$ cat config.mk
export PLATFORM = sky130hd
export DESIGN_NAME = tmds_encoder_flat
export DESIGN_NICKNAME = d
export VERILOG_FILES = /design/src/rtl/tmds_encoder_if.sv /design/src/rtl/tmds_encoder.sv /design/src/flat_wrapper.sv
export SDC_FILE = /design/constraint.sdc
export NUM_CORES = 1
export LEC_CHECK = 0
export ABC_AREA = 1
export CAP_MARGIN = 30
export CORE_MARGIN = 5
export CORE_UTILIZATION = 55
export CTS_CLUSTER_DIAMETER = 50
export DETAILED_ROUTE_END_ITERATION = 7
export PLACE_DENSITY_LB_ADDON = 0.2
export SLEW_MARGIN = 10
export SYNTH_ARGS = -nofsm -noshare
export SYNTH_HDL_FRONTEND = slang
export SYNTH_SLANG_ARGS = --single-unit
$ cat constraint.sdc
create_clock -name tft_clk -period 10.85 [get_ports tft_clk]
set_input_delay 3.255 -clock tft_clk [delete_from_list [all_inputs] [get_ports tft_clk]]
set_output_delay 3.255 -clock tft_clk [all_outputs]
set_load 0.02 [all_outputs]
$ cat src/rtl/tmds_encoder_if.sv
// Pixel-side bundle for one TMDS channel: colour component, data enable,
// control bits in; 10-bit symbol out.
interface tmds_encoder_if;
    logic       de;
    logic       c0;
    logic       c1;
    logic [7:0] din;
    logic [9:0] dout;

    modport master (output de, c0, c1, din, input dout);
    modport slave  (input de, c0, c1, din, output dout);
endinterface

$ cat src/rtl/tmds_encoder.sv
// DVI 8b/10b TMDS channel encoder: transition minimisation plus DC balance.
// Latency: inputs at edge N appear on dout after edge N+2; no backpressure, one symbol per clock.
module tmds_encoder (
    input  logic          tft_clk,
    input  logic          sys_rst_n,
    tmds_encoder_if.slave bus
);

    function automatic logic [3:0] f_popcount8(input logic [7:0] v);
        logic [3:0] n;
        n = 4'd0;
        for (int i = 0; i < 8; i++) n = n + {3'b000, v[i]};
        return n;
    endfunction

    function automatic logic [8:0] f_trans_min(input logic [7:0] d, input logic use_xnor);
        logic [8:0] q;
        q    = 9'd0;
        q[0] = d[0];
        for (int i = 1; i < 8; i++)
            q[i] = use_xnor ? ~(q[i-1] ^ d[i]) : (q[i-1] ^ d[i]);
        q[8] = ~use_xnor;
        return q;
    endfunction

    // Stage 1
    logic [7:0] r_din1;
    logic       r_de1, r_c0_1, r_c1_1;
    logic [3:0] r_n1d;

    // Stage 2
    logic [8:0] r_qm;
    logic [3:0] r_n1q, r_n0q;
    logic       r_de2, r_c0_2, r_c1_2;

    // Stage 3
    logic [9:0] r_dout;
    logic [5:0] r_cnt;

    logic       w_use_xnor;
    logic [8:0] w_qm;
    logic [3:0] w_n1q;
    logic [5:0] w_n1q6, w_n0q6, w_diff10, w_diff01, w_qm8x2, w_nqm8x2;
    logic       w_cnt_pos;
    logic [9:0] w_dout_next;
    logic [5:0] w_cnt_next;

    always_ff @(posedge tft_clk or negedge sys_rst_n) begin
        if (!sys_rst_n) begin
            r_din1 <= 8'd0;
            r_de1  <= 1'b0;
            r_c0_1 <= 1'b0;
            r_c1_1 <= 1'b0;
            r_n1d  <= 4'd0;
        end else begin
            r_din1 <= bus.din;
            r_de1  <= bus.de;
            r_c0_1 <= bus.c0;
            r_c1_1 <= bus.c1;
            r_n1d  <= f_popcount8(bus.din);
        end
    end

    assign w_use_xnor = (r_n1d > 4'd4) || ((r_n1d == 4'd4) && !r_din1[0]);
    assign w_qm       = f_trans_min(r_din1, w_use_xnor);
    assign w_n1q      = f_popcount8(w_qm[7:0]);

    always_ff @(posedge tft_clk or negedge sys_rst_n) begin
        if (!sys_rst_n) begin
            r_qm   <= 9'd0;
            r_n1q  <= 4'd0;
            r_n0q  <= 4'd0;
            r_de2  <= 1'b0;
            r_c0_2 <= 1'b0;
            r_c1_2 <= 1'b0;
        end else begin
            r_qm   <= w_qm;
            r_n1q  <= w_n1q;
            r_n0q  <= 4'd8 - w_n1q;
            r_de2  <= r_de1;
            r_c0_2 <= r_c0_1;
            r_c1_2 <= r_c1_1;
        end
    end

    // Disparity arithmetic is 6-bit two's complement; wrap-around is the signed result.
    assign w_n1q6    = {2'b00, r_n1q};
    assign w_n0q6    = {2'b00, r_n0q};
    assign w_diff10  = w_n1q6 - w_n0q6;
    assign w_diff01  = w_n0q6 - w_n1q6;
    assign w_qm8x2   = {4'b0000, r_qm[8], 1'b0};
    assign w_nqm8x2  = {4'b0000, ~r_qm[8], 1'b0};
    assign w_cnt_pos = !r_cnt[5] && (r_cnt != 6'd0);

    always_comb begin
        w_dout_next = 10'd0;
        w_cnt_next  = r_cnt;
        if (r_de2) begin
            if ((r_cnt == 6'd0) || (r_n1q == r_n0q)) begin
                w_dout_next = {~r_qm[8], r_qm[8], r_qm[8] ? r_qm[7:0] : ~r_qm[7:0]};
                w_cnt_next  = r_cnt + (r_qm[8] ? w_diff10 : w_diff01);
            end else if ((w_cnt_pos && (r_n1q > r_n0q)) || (r_cnt[5] && (r_n0q > r_n1q))) begin
                w_dout_next = {1'b1, r_qm[8], ~r_qm[7:0]};
                w_cnt_next  = r_cnt + w_qm8x2 + w_diff01;
            end else begin
                w_dout_next = {1'b0, r_qm[8], r_qm[7:0]};
                w_cnt_next  = r_cnt + w_diff10 - w_nqm8x2;
            end
        end else begin
            w_cnt_next = 6'd0;
            case ({r_c1_2, r_c0_2})
                2'b00:   w_dout_next = 10'b1101010100;
                2'b01:   w_dout_next = 10'b0010101011;
                2'b10:   w_dout_next = 10'b0101010100;
                default: w_dout_next = 10'b1010101011;
            endcase
        end
    end

    always_ff @(posedge tft_clk or negedge sys_rst_n) begin
        if (!sys_rst_n) begin
            r_dout <= 10'd0;
            r_cnt  <= 6'd0;
        end else begin
            r_dout <= w_dout_next;
            r_cnt  <= w_cnt_next;
        end
    end

    assign bus.dout = r_dout;

endmodule

$ cat src/flat_wrapper.sv
// flat-port wrapper written by rule: the top's interface ports become plain ports
module tmds_encoder_flat 
  (tft_clk, sys_rst_n, bus_de, bus_c0, bus_c1, bus_din, bus_dout);
  tmds_encoder_if bus_i ();
  input  logic tft_clk;
  input  logic sys_rst_n;
  input wire logic [$bits(bus_i.de)-1:0] bus_de;
  input wire logic [$bits(bus_i.c0)-1:0] bus_c0;
  input wire logic [$bits(bus_i.c1)-1:0] bus_c1;
  input wire logic [$bits(bus_i.din)-1:0] bus_din;
  output wire logic [$bits(bus_i.dout)-1:0] bus_dout;
  assign bus_i.de = bus_de;
  assign bus_i.c0 = bus_c0;
  assign bus_i.c1 = bus_c1;
  assign bus_i.din = bus_din;
  assign bus_dout = bus_i.dout;
  tmds_encoder u_core (.tft_clk(tft_clk), .sys_rst_n(sys_rst_n), .bus(bus_i));
endmodule
Yosys cells after proc, flatten, opt, wreduce, memory -nomap -nowiden

Index checks and enable logic that the tools add are counted.
Widths: inputs -> output; s select.

Mux-type cells: 16
Bitwise operators: 17
Reduce and logical (&&, ||, !) cells: 12
Add/subtract/negate cells: 22
Order comparisons: 3
Equality and inequality tests: 4

Operator list:

| operator            | count |
|---|---|
| $add 4x1->4         | 12 |
| $mux 10             | 3 |
| $pmux 10 s3         | 1 |
| $mux 6              | 4 |
| $add 6x6->6         | 3 |
| $sub 4x4->5         | 2 |
| $not 1->1           | 9 |
| $gt 4x4->1          | 2 |
| $mux 8              | 1 |
| $not 8->8           | 1 |
| $mux 1              | 7 |
| $xor 1x1->1         | 7 |
| $add 6x2->6         | 1 |
| $logic_not 6->1     | 1 |
| $reduce_bool 6->1   | 1 |
| $sub 6x2->6         | 1 |
| $add 1x1->2         | 2 |
| $eq 4x3->1 const B  | 1 |
| $eq 4x4->1          | 1 |
| $gt 4x3->1 const B  | 1 |
| $logic_and 1x1->1   | 4 |
| $sub 4x4->4 const A | 1 |
| $logic_or 1x1->1    | 3 |
| $eq 2x1->1 const B  | 1 |
| 3 further kinds     | 4 |

Register bits: 51
Logic and storage cells: 87
Bits of input ports: 13
Output and inout port bits: 10

Depth between registers and ports, before layout

Word-level depth: 24
Gate-level depth with buffers: 20
Depth with buffers taken out: 20

Worst setup path after synthesis

No wires, ideal clock.

Path type: input-to-reg
From: input port bus_din[0]
To: register u_core.r_n1d[1]
Arrival time: 5401 ps
Data required time: 10786 ps
Stages on the path: 9
Buffers on the path: 0
Setup slack: 5385 ps
Setup time: 64 ps
Path through: ha_1 -> inv_1 -> fa_1 -> fa_1 -> inv_1 -> fa_1 -> inv_1 -> fa_1 -> inv_1

Longest elaborated chain between the ends: 7

RTL lines:

| item                     | line               | text |
|---|---|---|
| start, declared          | flat_wrapper.sv:10 | `input wire logic [$bits(bus_i.din)-1:0] bus_din;` |
| $add 1x1->2              | tmds_encoder.sv:12 | `for (int i = 0; i < 8; i++) n = n + {3'b000, v[i]};` |
| $add 4x1->4 (6 in a row) | tmds_encoder.sv:12 |  |
| end signal, assigned     | tmds_encoder.sv:60 | `r_n1d <= f_popcount8(bus.din);` |
| end, declared            | tmds_encoder.sv:29 | `logic [3:0] r_n1d;` |

Every way passes these cells.

Final worst setup path

Same ends and word-level chain as after synthesis.

==> flow_metrics.env <==
export IMPL_final_layout_size_suffix_gt1_share_pct=9.115
export IMPL_drv_cap=0
export IMPL_netlist_area_um2=3177
export IMPL_reg2reg_slack_ns=7.03
export IMPL_synth_cells=344
export IMPL_row_count=27
export IMPL_ys_ff_latch=49
export IMPL_holdCritPathClass="reg2reg"
export IMPL_synth_top_area_cell="dfrtp_1"
export IMPL_hold_buffers=0
export IMPL_firstDrtPassIters=4
export IMPL_drtAntennaViolNets=0
export IMPL_finalMaxSlewViolations=0
export IMPL_critPathKind="in2reg"
export IMPL_hold_end="u_core.r_de2$_DFF_PN0_"
export IMPL_maxSlewHeadroom_pct=56.93
export IMPL_cts_buffer_depth=2
export IMPL_portBuffers=22
export IMPL_final_hold_viol_count=0
export IMPL_via_per_inst=4.874
export IMPL_dp_hpwl_um=4507
export IMPL_worstReg2RegEnd="u_core.r_n0q[2]$_DFF_PN0_"
export IMPL_ys_warn_count=0
export IMPL_numCtsBuffers=5
export IMPL_pin_count=23
export IMPL_syn_to_final_growth_pct=12.92
export IMPL_drc=0
export IMPL_cp_arrival_ns=5.92
export IMPL_avgSynthCellArea_um2=9.235
export IMPL_htreeDepth=2
export IMPL_grt_pass1_wl_um=9639
export IMPL_reg2reg_from="u_core.r_din1[0]$_DFF_PN0_"
export IMPL_grt_pass1_vias=2234
export IMPL_startpoint_type="input pin"
export IMPL_period_needed_ns=5.683
export IMPL_antenna_found_initial=0
export IMPL_synthArstFlopShare_pct=100.0
export IMPL_clock_latency_ns=0.29
export IMPL_hp_start="u_core.r_de1$_DFF_PN0_"
export IMPL_n_antenna_cell=0
export IMPL_ys_seq_area_share_pct=38.60
export IMPL_cts_tree="done"
export IMPL_final_nets=432
export IMPL_clock_skew_ns=0.007618
export IMPL_synth_flop_cell="dfrtp_1"
export IMPL_final_period_utilization_pct=52.38
export IMPL_outcome="completed"
export IMPL_synthTopCellsByArea="dfrtp_1 (39%), ha_1 (13%), fa_1 (8.8%)"
export IMPL_syn_num_nets=404
export IMPL_start_util_pct=56.99
export IMPL_wl_per_cell_um=12.23
export IMPL_finalNonFillerCells=445
export IMPL_whs_path_depth=0
export IMPL_synth_top_area_share_pct=38.60
export IMPL_grt_ovfl_total=0
export IMPL_cp_end_kind="flop"
export IMPL_core_um2=5574
export IMPL_worstPathRequired_ns=11.08
export IMPL_fp_dieW_um=86
export IMPL_postCtsResizedCells=0
export IMPL_grt_max_degree=36
export IMPL_rsz0062_at_grt="false"
export IMPL_initialDrtViolationCount=56
export IMPL_clockRootBuffer="clkbuf_8"
export IMPL_post_cts_setup_buffer_count=0
export IMPL_synth_most_common_cell="inv_1"
export IMPL_fmax_ghz=0.1760
export IMPL_clk_pin_slew_ns=0.08
export IMPL_tightestPinTransition_ns=0.6394
export IMPL_cp_startpoint="bus_din[0]"
export IMPL_die_height_um=86
export IMPL_dp_cells=437
export IMPL_cts_sinks=49
export IMPL_synth_common_cells="inv_1 (70), nand2_1 (57), dfrtp_1 (49)"
export IMPL_die_area_um2=7396
export IMPL_drt_wl_total_um=5443
export IMPL_synth_cell_types=26
export IMPL_tns_ns=0
export IMPL_synth_edf_count=0
export IMPL_gp_congestion=0.8520
export IMPL_worstPathMaxFanout=2
export IMPL_r2r_cells=15
export IMPL_dr_total_vias=2169
export IMPL_grt_use_total_pct=16.35
export IMPL_setup_viol=0
[cell usage in the layout (no fill, tap or decap), types with 2 or more instances in the layout]
master / count
clkbuf_8: 6
ha_1: 33
clkdlybuf4s50_1: 21
o21ai_0: 12
nand2_4: 4
fa_1: 14
xor2_1: 13
xnor2_1: 8
inv_1: 70
clkinv_2: 2
nand2_1: 57
nor2_1: 8
nand2_2: 7
nand3b_1: 11
dfrtp_1: 49
nand3_1: 29
a21oi_1: 12
inv_2: 2
nand3_2: 5
[metal layers]
metal  wire length [um]  global-route usage [%]  vias up
met2               2659                   28.52       32
met4                 78                   4.748        0
met5                  0                       0        -
met3                219                   2.690        9
li1                   -                       -     1120
met1               2486                   20.84     1008
[kinds of logic after synthesis]
logic type	Yosys count	synth area share (%)
xor gates and xnor gates	21	5.790
DFF	49	38.60
AOI/OAI and AO/OA	25	4.057
buffers and inverters	76	9.216
and+or+nand+nor	126	20.52
adders and majority gates	47	21.82
[worst max-delay path, cell delays in order]
cell and delay, ns:
clkdlybuf4s50_1 0.42, ha_1 0.30, inv_1 0.07, fa_1 0.42, fa_1 0.48, inv_1 0.05, fa_1 0.38, inv_1 0.08
fa_1 0.40, inv_1 0.06
[state kept, by name, indices dropped and copies added, names as in the netlist]
| signal | cells |
|---|---|
| u_core.r_din1 | 8 |
| u_core.r_c1_2 | 1 |
| u_core.bus.dout | 10 |
| u_core.r_cnt | 6 |
| u_core.r_qm | 9 |
| u_core.r_c0_2 | 1 |
| u_core.r_n1d | 4 |
| u_core.r_n0q | 3 |
| u_core.r_c1_1 | 1 |
| u_core.r_c0_1 | 1 |
| u_core.r_de1 | 1 |
| u_core.r_de2 | 1 |
| u_core.r_n1q | 3 |
[through the flow]
step | hold WS [ns] | setup WS, ns | utilization (%) | area (um2)
6_report | 0.3583 | 5.167 | 64.35 | 3587
5_1_grt | 0.3714 | 5.030 | 64.35 | 3587
4_1_cts | 0.3630 | 5.165 | 64.35 | 3587
3_5_place_dp | 0.3427 | 4.854 | 62.63 | 3491
3_3_place_gp | 0.3353 | 4.898 | 62.27 | 3471
2_1_floorplan | 0.3312 | 5.385 | - | 3177
[cell type report]
class | count | area (um2)
timing repair buffer | 23 | 235.2
fill | 488 | 1987
sequential | 49 | 1226
clock buffer | 6 | 82.58
tap | 72 | 90.09
inverter | 74 | 281.5
multi-input combinational | 219 | 1658
clock inverter | 2 | 13.76
[worst max-delay path by stage]
stage / slack, ns / to / cells past startpoint
floorplan: 5.38 / u_core.r_n1d[1]$_DFF_PN0_ / 9
global placement: 4.90 / u_core.r_n1d[1]$_DFF_PN0_ / 10
detailed placement: 4.85 / u_core.r_n1d[1]$_DFF_PN0_ / 10
CTS: 5.16 / u_core.r_n1d[1]$_DFF_PN0_ / 10
global route: 5.03 / u_core.r_n1d[1]$_DFF_PN0_ / 10
finish: 5.17 / u_core.r_n1d[1]$_DFF_PN0_ / 10
Power is left out: the tool's default activity adds up to more than one toggle a clock period on the data nets, which glitch-free logic cannot reach.
